--- src/rtl/mem_pkg.sv ---
// Shared definitions for the MEM-stage load/store sequencer: access size encodings,
// FSM state type, fault causes and the accept-time fault classifier.
package mem_pkg;

    localparam logic [1:0] SIZE_BYTE    = 2'b00;
    localparam logic [1:0] SIZE_HALF    = 2'b01;
    localparam logic [1:0] SIZE_WORD    = 2'b10;
    localparam logic [1:0] SIZE_ILLEGAL = 2'b11;

    typedef enum logic [1:0] {
        IDLE   = 2'd0,
        ACCESS = 2'd1,
        HOLD   = 2'd2
    } state_e;

    typedef enum logic [1:0] {
        FAULT_NONE  = 2'd0,
        FAULT_SIZE  = 2'd1,
        FAULT_RANGE = 2'd2,
        FAULT_ALIGN = 2'd3
    } fault_e;

    // Checks are in priority order; once aligned, no access can run past the top byte.
    function automatic fault_e classify_fault(input logic [1:0] size,
                                              input logic [31:0] addr,
                                              input int addr_w);
        fault_e cause;
        cause = FAULT_NONE;
        if (size == SIZE_ILLEGAL)
            cause = FAULT_SIZE;
        else if ((addr >> addr_w) != 32'd0)
            cause = FAULT_RANGE;
        else if ((size == SIZE_HALF) && addr[0])
            cause = FAULT_ALIGN;
        else if ((size == SIZE_WORD) && (addr[1:0] != 2'b00))
            cause = FAULT_ALIGN;
        return cause;
    endfunction

endpackage

--- src/rtl/load_extend.sv ---
// Sign/zero extension of right-justified DataMemory read data to a 32-bit result.
module load_extend
    import mem_pkg::*;
(
    input  logic [31:0] do_i,
    input  logic [1:0]  size_i,
    input  logic        signed_i,
    output logic [31:0] data_o
);

    always_comb begin
        data_o = do_i;
        case (size_i)
            SIZE_BYTE: data_o = signed_i ? {{24{do_i[7]}}, do_i[7:0]}
                                         : {24'b0, do_i[7:0]};
            SIZE_HALF: data_o = signed_i ? {{16{do_i[15]}}, do_i[15:0]}
                                         : {16'b0, do_i[15:0]};
            default:   data_o = do_i;
        endcase
    end

endmodule

--- src/rtl/mem_access_unit.sv ---
// MEM-stage load/store sequencer: accepts one request, performs a single-cycle
// DataMemory access, then holds the (possibly faulted) result until MEM/WB takes it.
module mem_access_unit #(
    parameter int ADDR_W = 8,
    parameter int RD_W   = 5
) (
    input  logic              clk,
    input  logic              reset,
    input  logic              in_valid,
    output logic              in_ready,
    input  logic              in_store,
    input  logic [1:0]        in_size,
    input  logic              in_signed,
    input  logic [31:0]       in_addr,
    input  logic [31:0]       in_wdata,
    input  logic [RD_W-1:0]   in_rd,
    output logic [ADDR_W-1:0] mem_A,
    output logic [31:0]       mem_DI,
    output logic [1:0]        mem_Size,
    output logic              mem_RW,
    output logic              mem_E,
    input  logic [31:0]       mem_DO,
    output logic              out_valid,
    input  logic              out_ready,
    output logic [31:0]       out_data,
    output logic [RD_W-1:0]   out_rd,
    output logic              out_we,
    output logic              out_fault,
    output logic [31:0]       out_fault_addr
);
    import mem_pkg::*;

    state_e            state_q, state_d;
    logic              accept;
    logic              mem_go;
    logic [31:0]       ext_data;

    logic              req_store_q;
    logic [1:0]        req_size_q;
    logic              req_signed_q;
    logic [31:0]       req_addr_q;
    logic [31:0]       req_wdata_q;
    logic [RD_W-1:0]   req_rd_q;
    fault_e            req_fault_q;

    logic [31:0]       out_data_q;
    logic [RD_W-1:0]   out_rd_q;
    logic              out_we_q;
    logic              out_fault_q;
    logic [31:0]       out_fault_addr_q;

    assign accept = in_valid && in_ready;
    assign mem_go = (state_q == ACCESS) && (req_fault_q == FAULT_NONE);

    always_ff @(posedge clk) begin
        if (reset)
            state_q <= IDLE;
        else
            state_q <= state_d;
    end

    always_comb begin
        state_d = state_q;
        case (state_q)
            IDLE:    if (in_valid) state_d = ACCESS;
            ACCESS:  state_d = HOLD;
            HOLD:    if (out_ready) state_d = in_valid ? ACCESS : IDLE;
            default: state_d = IDLE;
        endcase
    end

    // Memory strobes are decoded straight from state so E can only rise during ACCESS.
    always_comb begin
        in_ready  = (state_q == IDLE) || ((state_q == HOLD) && out_ready);
        out_valid = (state_q == HOLD);
        mem_A     = '0;
        mem_DI    = 32'd0;
        mem_Size  = SIZE_WORD;
        mem_RW    = 1'b0;
        mem_E     = 1'b0;
        if (mem_go) begin
            mem_A    = req_addr_q[ADDR_W-1:0];
            mem_DI   = req_wdata_q;
            mem_Size = req_size_q;
            mem_RW   = req_store_q;
            mem_E    = req_store_q;
        end
    end

    load_extend u_load_extend (
        .do_i     (mem_DO),
        .size_i   (req_size_q),
        .signed_i (req_signed_q),
        .data_o   (ext_data)
    );

    always_ff @(posedge clk) begin
        if (reset) begin
            req_store_q      <= 1'b0;
            req_size_q       <= SIZE_WORD;
            req_signed_q     <= 1'b0;
            req_addr_q       <= 32'd0;
            req_wdata_q      <= 32'd0;
            req_rd_q         <= '0;
            req_fault_q      <= FAULT_NONE;
            out_data_q       <= 32'd0;
            out_rd_q         <= '0;
            out_we_q         <= 1'b0;
            out_fault_q      <= 1'b0;
            out_fault_addr_q <= 32'd0;
        end else begin
            if (accept) begin
                req_store_q  <= in_store;
                req_size_q   <= in_size;
                req_signed_q <= in_signed;
                req_addr_q   <= in_addr;
                req_wdata_q  <= in_wdata;
                req_rd_q     <= in_rd;
                req_fault_q  <= classify_fault(in_size, in_addr, ADDR_W);
            end
            if (state_q == ACCESS) begin
                out_rd_q <= req_rd_q;
                if (req_fault_q != FAULT_NONE) begin
                    out_data_q       <= 32'd0;
                    out_we_q         <= 1'b0;
                    out_fault_q      <= 1'b1;
                    out_fault_addr_q <= req_addr_q;
                end else begin
                    out_data_q       <= req_store_q ? 32'd0 : ext_data;
                    out_we_q         <= !req_store_q;
                    out_fault_q      <= 1'b0;
                    out_fault_addr_q <= 32'd0;
                end
            end
        end
    end

    assign out_data       = out_data_q;
    assign out_rd         = out_rd_q;
    assign out_we         = out_we_q;
    assign out_fault      = out_fault_q;
    assign out_fault_addr = out_fault_addr_q;

endmodule
--- config.mk ---
export PLATFORM = sky130hd
export DESIGN_NAME = mem_access_unit
export DESIGN_NICKNAME = d
export VERILOG_FILES = /design/src/rtl/mem_pkg.sv /design/src/rtl/load_extend.sv /design/src/rtl/mem_access_unit.sv
export SDC_FILE = /design/constraint.sdc
export NUM_CORES = 1
export LEC_CHECK = 0
export BUFFER_PORTS_ARGS = -buffer_cell sky130_fd_sc_hd__buf_2
export CAP_MARGIN = 20
export CELL_PAD_IN_SITES_DETAIL_PLACEMENT = 1
export CELL_PAD_IN_SITES_GLOBAL_PLACEMENT = 2
export CORE_MARGIN = 4
export CORE_UTILIZATION = 29
export DETAILED_ROUTE_END_ITERATION = 10
export PLACE_DENSITY = 0.91
export SETUP_SLACK_MARGIN = 0.05
export SLEW_MARGIN = 10
export SYNTH_ARGS = -nofsm -noshare
export SYNTH_HDL_FRONTEND = slang
export SYNTH_HIERARCHICAL = 1
export SYNTH_SLANG_ARGS = --single-unit
--- constraint.sdc ---
create_clock -name clk -period 2.85 [get_ports clk]
set_input_delay 0.1425 -clock clk [delete_from_list [all_inputs] [get_ports clk]]
set_output_delay 0.1425 -clock clk [all_outputs]
set_load 0.005 [all_outputs]
==> impl_summary.txt <==
----------------------------------------------------
[Routing]
  Total DRC errors in the routed layout ... 0
  Total detailed-routing wirelength ... 20.6 mm
  Antenna Violating Nets Remaining ... 0
  Average routed wire per standard cell ... 16.4 um
  Vias per std cell ... 4.73
  Via Count ... ~5900
  Initial DRC Count ... 227
  Detailed-router iteration count before antenna repair ... 4

[Status]
  Result of the run ... complete, no violations

[Yosys]
  Portion of the post-synthesis area used by sequential elements ... 51.2%
  Compound-gate portion of the synthesized area ... 18.4%
  Adder-cell share of the synthesized area ... 0%
  Synthesis-stage register bit count ... between 100 and 150
  Main combinational cell family by area after synthesis ... simple AND/OR/NAND/NOR gates
  Gate Count Post-Synth ... just over 700
  Cell type with the highest aggregate area in the netlist ... dfxtp_1
  Mux share of post-synthesis cell area ... less than 1%
  Syn nets ... 818
  Area share of the largest cell type after synthesis ... 51.2%
  Post-synth cell types ... 32
  Cell area after synthesis ... 5780 sq um
  Share of synthesized cell area in and, or, nand and nor gates ... 24.1%
  Total of warnings raised by yosys ... 6
  Average size of a mapped cell ... 8.16 sq um
  Xor-xnor portion of the synthesized cell area ... 0%
  Cell types with the largest area share after synthesis ... dfxtp_1, nand2_1, a22oi_1, a21oi_1, nor2_1

[Global routing]
  Pin count of the biggest net entering global routing ... 60
  Met3 capacity usage during global routing ... 4.77%
  Met1 usage ... 22.0%
  Global router's overall resource usage ... 18.2%
  Layer with the highest usage ... met2
  Overall overflow remaining after global route ... 0
  Global Route met2 Usage ... 30.6%
  Global-route wire length before repair ... 32.0 mm
  Via count of the first global-routing pass ... 6087
  Number of antenna violations at the first check in global routing ... 2

[Timing]
  Slew HR ... between 50% and 60%
  Final setup violation count ... 0
  Unrepaired setup endpoints after global routing ... no
  Final worst-path cycle share ... between 70 and 80%
  Min Tclk post-route ... 2.18 ns
  Highest attainable clock frequency ... between 400 and 500 MHz
  Fin Clk Skew ... 0.0130 ns
  Pin slew with the least headroom to its limit ... between 0.6 and 0.7 ns
  Total negative setup slack ... 0 ns
  Min setup slack post-route ... 0.673 ns
  Final-report hold violation count ... 0
  Final slew viol count ... 0

[Die]
  Initial core utilization ... 29.6%
  Die ar. ... 22300 sq um
  Count of standard-cell rows ... 51
  Die outline width ... 149 um
  Io pins ... 226
  Die Span Y ... 149 um
  Core Area ... 19500 sq um

[Cells and area]
  Ratio of cells with drive above 1 in the final layout ... 28.8%
  Sequential Area ... 2960 sq um
  Multi-input gate area ... approximately 2500 sq um
  Fillers ... 2428
  Most frequent cells in the layout ... buf_2, nand2_1, dfxtp_1
  Leading cell type in the layout, fill and taps excluded ... buf_2
  Area added between synthesis and finish ... 45.7%
  Number of nets at the end of the flow ... 1087

[Setup path]
  Critical path startpoint category ... flop
  Ordered cell list for the critical path ... nand2b_4, nor3_4, buf_4, and2_1, buf_2
  Capturing element type of the critical path ... primary output
  Critical path type ... flop to primary output
  Biggest fanout along the worst timing path ... 43
  Worst path required time ... 2.71 ns
  Maximum cell stage delay along the critical path ... 0.42 ns
  Cell with the largest stage delay on the worst path ... dfxtp_1
  Arrival time worst endpoint ... ~2.0 ns

[CTS]
  Root Driver ... clkbuf_16
  CTS tree ... built
  H-Tree Depth ... 4
  Post CTS Setup Buffer Count ... 0
  Largest buffer count on any clock path ... 2
  Post-CTS clock slew at the launch and capture registers of the worst setup and hold paths ... 0.06 ns
  Number of clock buffers inserted by TritonCTS ... 17
  Count of clock tree sinks ... 148
  Clock Latency Late Sink ... 0.42 ns

[Power]
  Cell Pwr Density ... 600 nW/um^2
  Worst vdd ir ... ~0.37 mV
  Leakage power summed over all cells ... 3.77 nW

[Min path]
  Class of the tightest hold or removal check ... input port to flop

[Place]
  HPWL reported at the end of detailed placement ... roughly 13 mm
  Final weighted congestion of routability-driven global placement ... 0.751
  Worst setup timing slack at the placement stage ... 1.09 ns
  Number of port buffers ... 225

[Job]
  Max-cap check violation count ... 0

----------------------------------------------------
==> final timing paths <==
check	slack, ns	startpoint	to	depth (start not counted)
max reg2reg	1.10	state_q[1]	req_wdata_q[19]	5
min reg2reg	0.45	req_wdata_q[23]	req_wdata_q[23]	2
min	0.03	in_size[1]	req_size_q[1]	3
max	0.67	state_q[0]	mem_DI[30]	5
==> worst max-delay path, delay by kind of cell, from the launching register on <==
kind                   cells  cell delay (ns)
buffers and inverters      2             0.52
AND/OR/NAND/NOR            3             0.65
flip-flops                 1             0.42
==> Yosys cell counts <==
library cell / instances
a21oi_1: 81
a22oi_1: 64
a311oi_1: 1
and2_1: 42
buf_1: 3
buf_2: 20
buf_4: 9
buf_6: 3
clkbuf_1: 31
dfxtp_1: 148
inv_1: 3
mux2i_4: 1
nand2_1: 185
nand2b_1: 2
nand2b_4: 1
nand3b_1: 1
nand4_1: 1
nand4bb_1: 1
nor2_1: 73
nor3_1: 1
nor3_4: 1
nor4_1: 2
nor4_2: 5
o211a_1: 1
o211ai_1: 1
o21ai_0: 14
o21ai_1: 6
o21ai_2: 4
o22ai_1: 1
o311ai_0: 1
or2b_1: 1
or3b_1: 1
==> metal layers <==
metal | vias up | part of all wire (%)
met5 | - | 0.063
met3 | 41 | 5.6
met2 | 180 | 49
met1 | 2815 | 43
li1 | 2904 | -
met4 | 2 | 2.7
==> final cells by class <==
type                            count  area share, %
Timing Repair Buffer              316           24.0
Clock buffer                       18           5.21
Multi-Input combinational cell    492           29.8
Antenna cell                        1         0.0297
Inverter                            3          0.134
Sequential cell                   148           35.2
Clock inverter                     14           1.78
Tap cell                          265           3.94
==> flip-flops by register name (all words and copies together) (netlist names) <==
| name | flops |
|---|---|
| req_addr_q | 32 |
| req_signed_q | 1 |
| out_fault | 1 |
| req_wdata_q | 32 |
| out_we | 1 |
| req_size_q | 2 |
| req_store_q | 1 |
| out_rd | 5 |
| out_data | 32 |
| req_fault_q | 2 |
| state_q | 2 |
| req_rd_q | 5 |
| out_fault_addr | 32 |
==> repair_timing <==
action	4_1_cts	5_1_grt
gates resized for setup	0	0
endpoints found under the hold margin	78	0
hold buffers	78	0
==> logic make-up after synthesis <==
group                  count (synthesis)
flip-flops                           148
AO/OA/AOI/OAI                        174
multiplexers                           1
AND/OR/NAND/NOR                      317
buffers and inverters                 69
==> where the power goes <==
group	internal [W]	total (W)	switching (W)	leakage [nW]
clock network	0.00132	0.00225	0.000930	0.283
logic	0.000260	0.000580	0.000321	2.28
registers	0.00216	0.00222	0.0000584	1.21
total	0.00374	0.00505	0.00131	3.77
==> per-stage QoR <==
| stage | total power, W | cells | area, sq um | hold slack, ns | utilization [%] |
|---|---|---|---|---|---|
| 3_5_place_dp | 0.00276 | 1146 | 7050 | 0.385 | 36.1 |
| 2_1_floorplan | 0.00255 | 709 | 5780 | 0.267 | - |
| 3_3_place_gp | 0.00275 | 1146 | 7050 | 0.377 | 36.1 |
| 5_1_grt | 0.00527 | 1257 | 8420 | 0.0311 | 43.1 |
| 6_report | 0.00505 | 1257 | 8420 | 0.0339 | 43.1 |
| 4_1_cts | 0.00511 | 1256 | 8420 | 0.00722 | 43.1 |
Note: power is estimated with default switching activity, not from simulation.
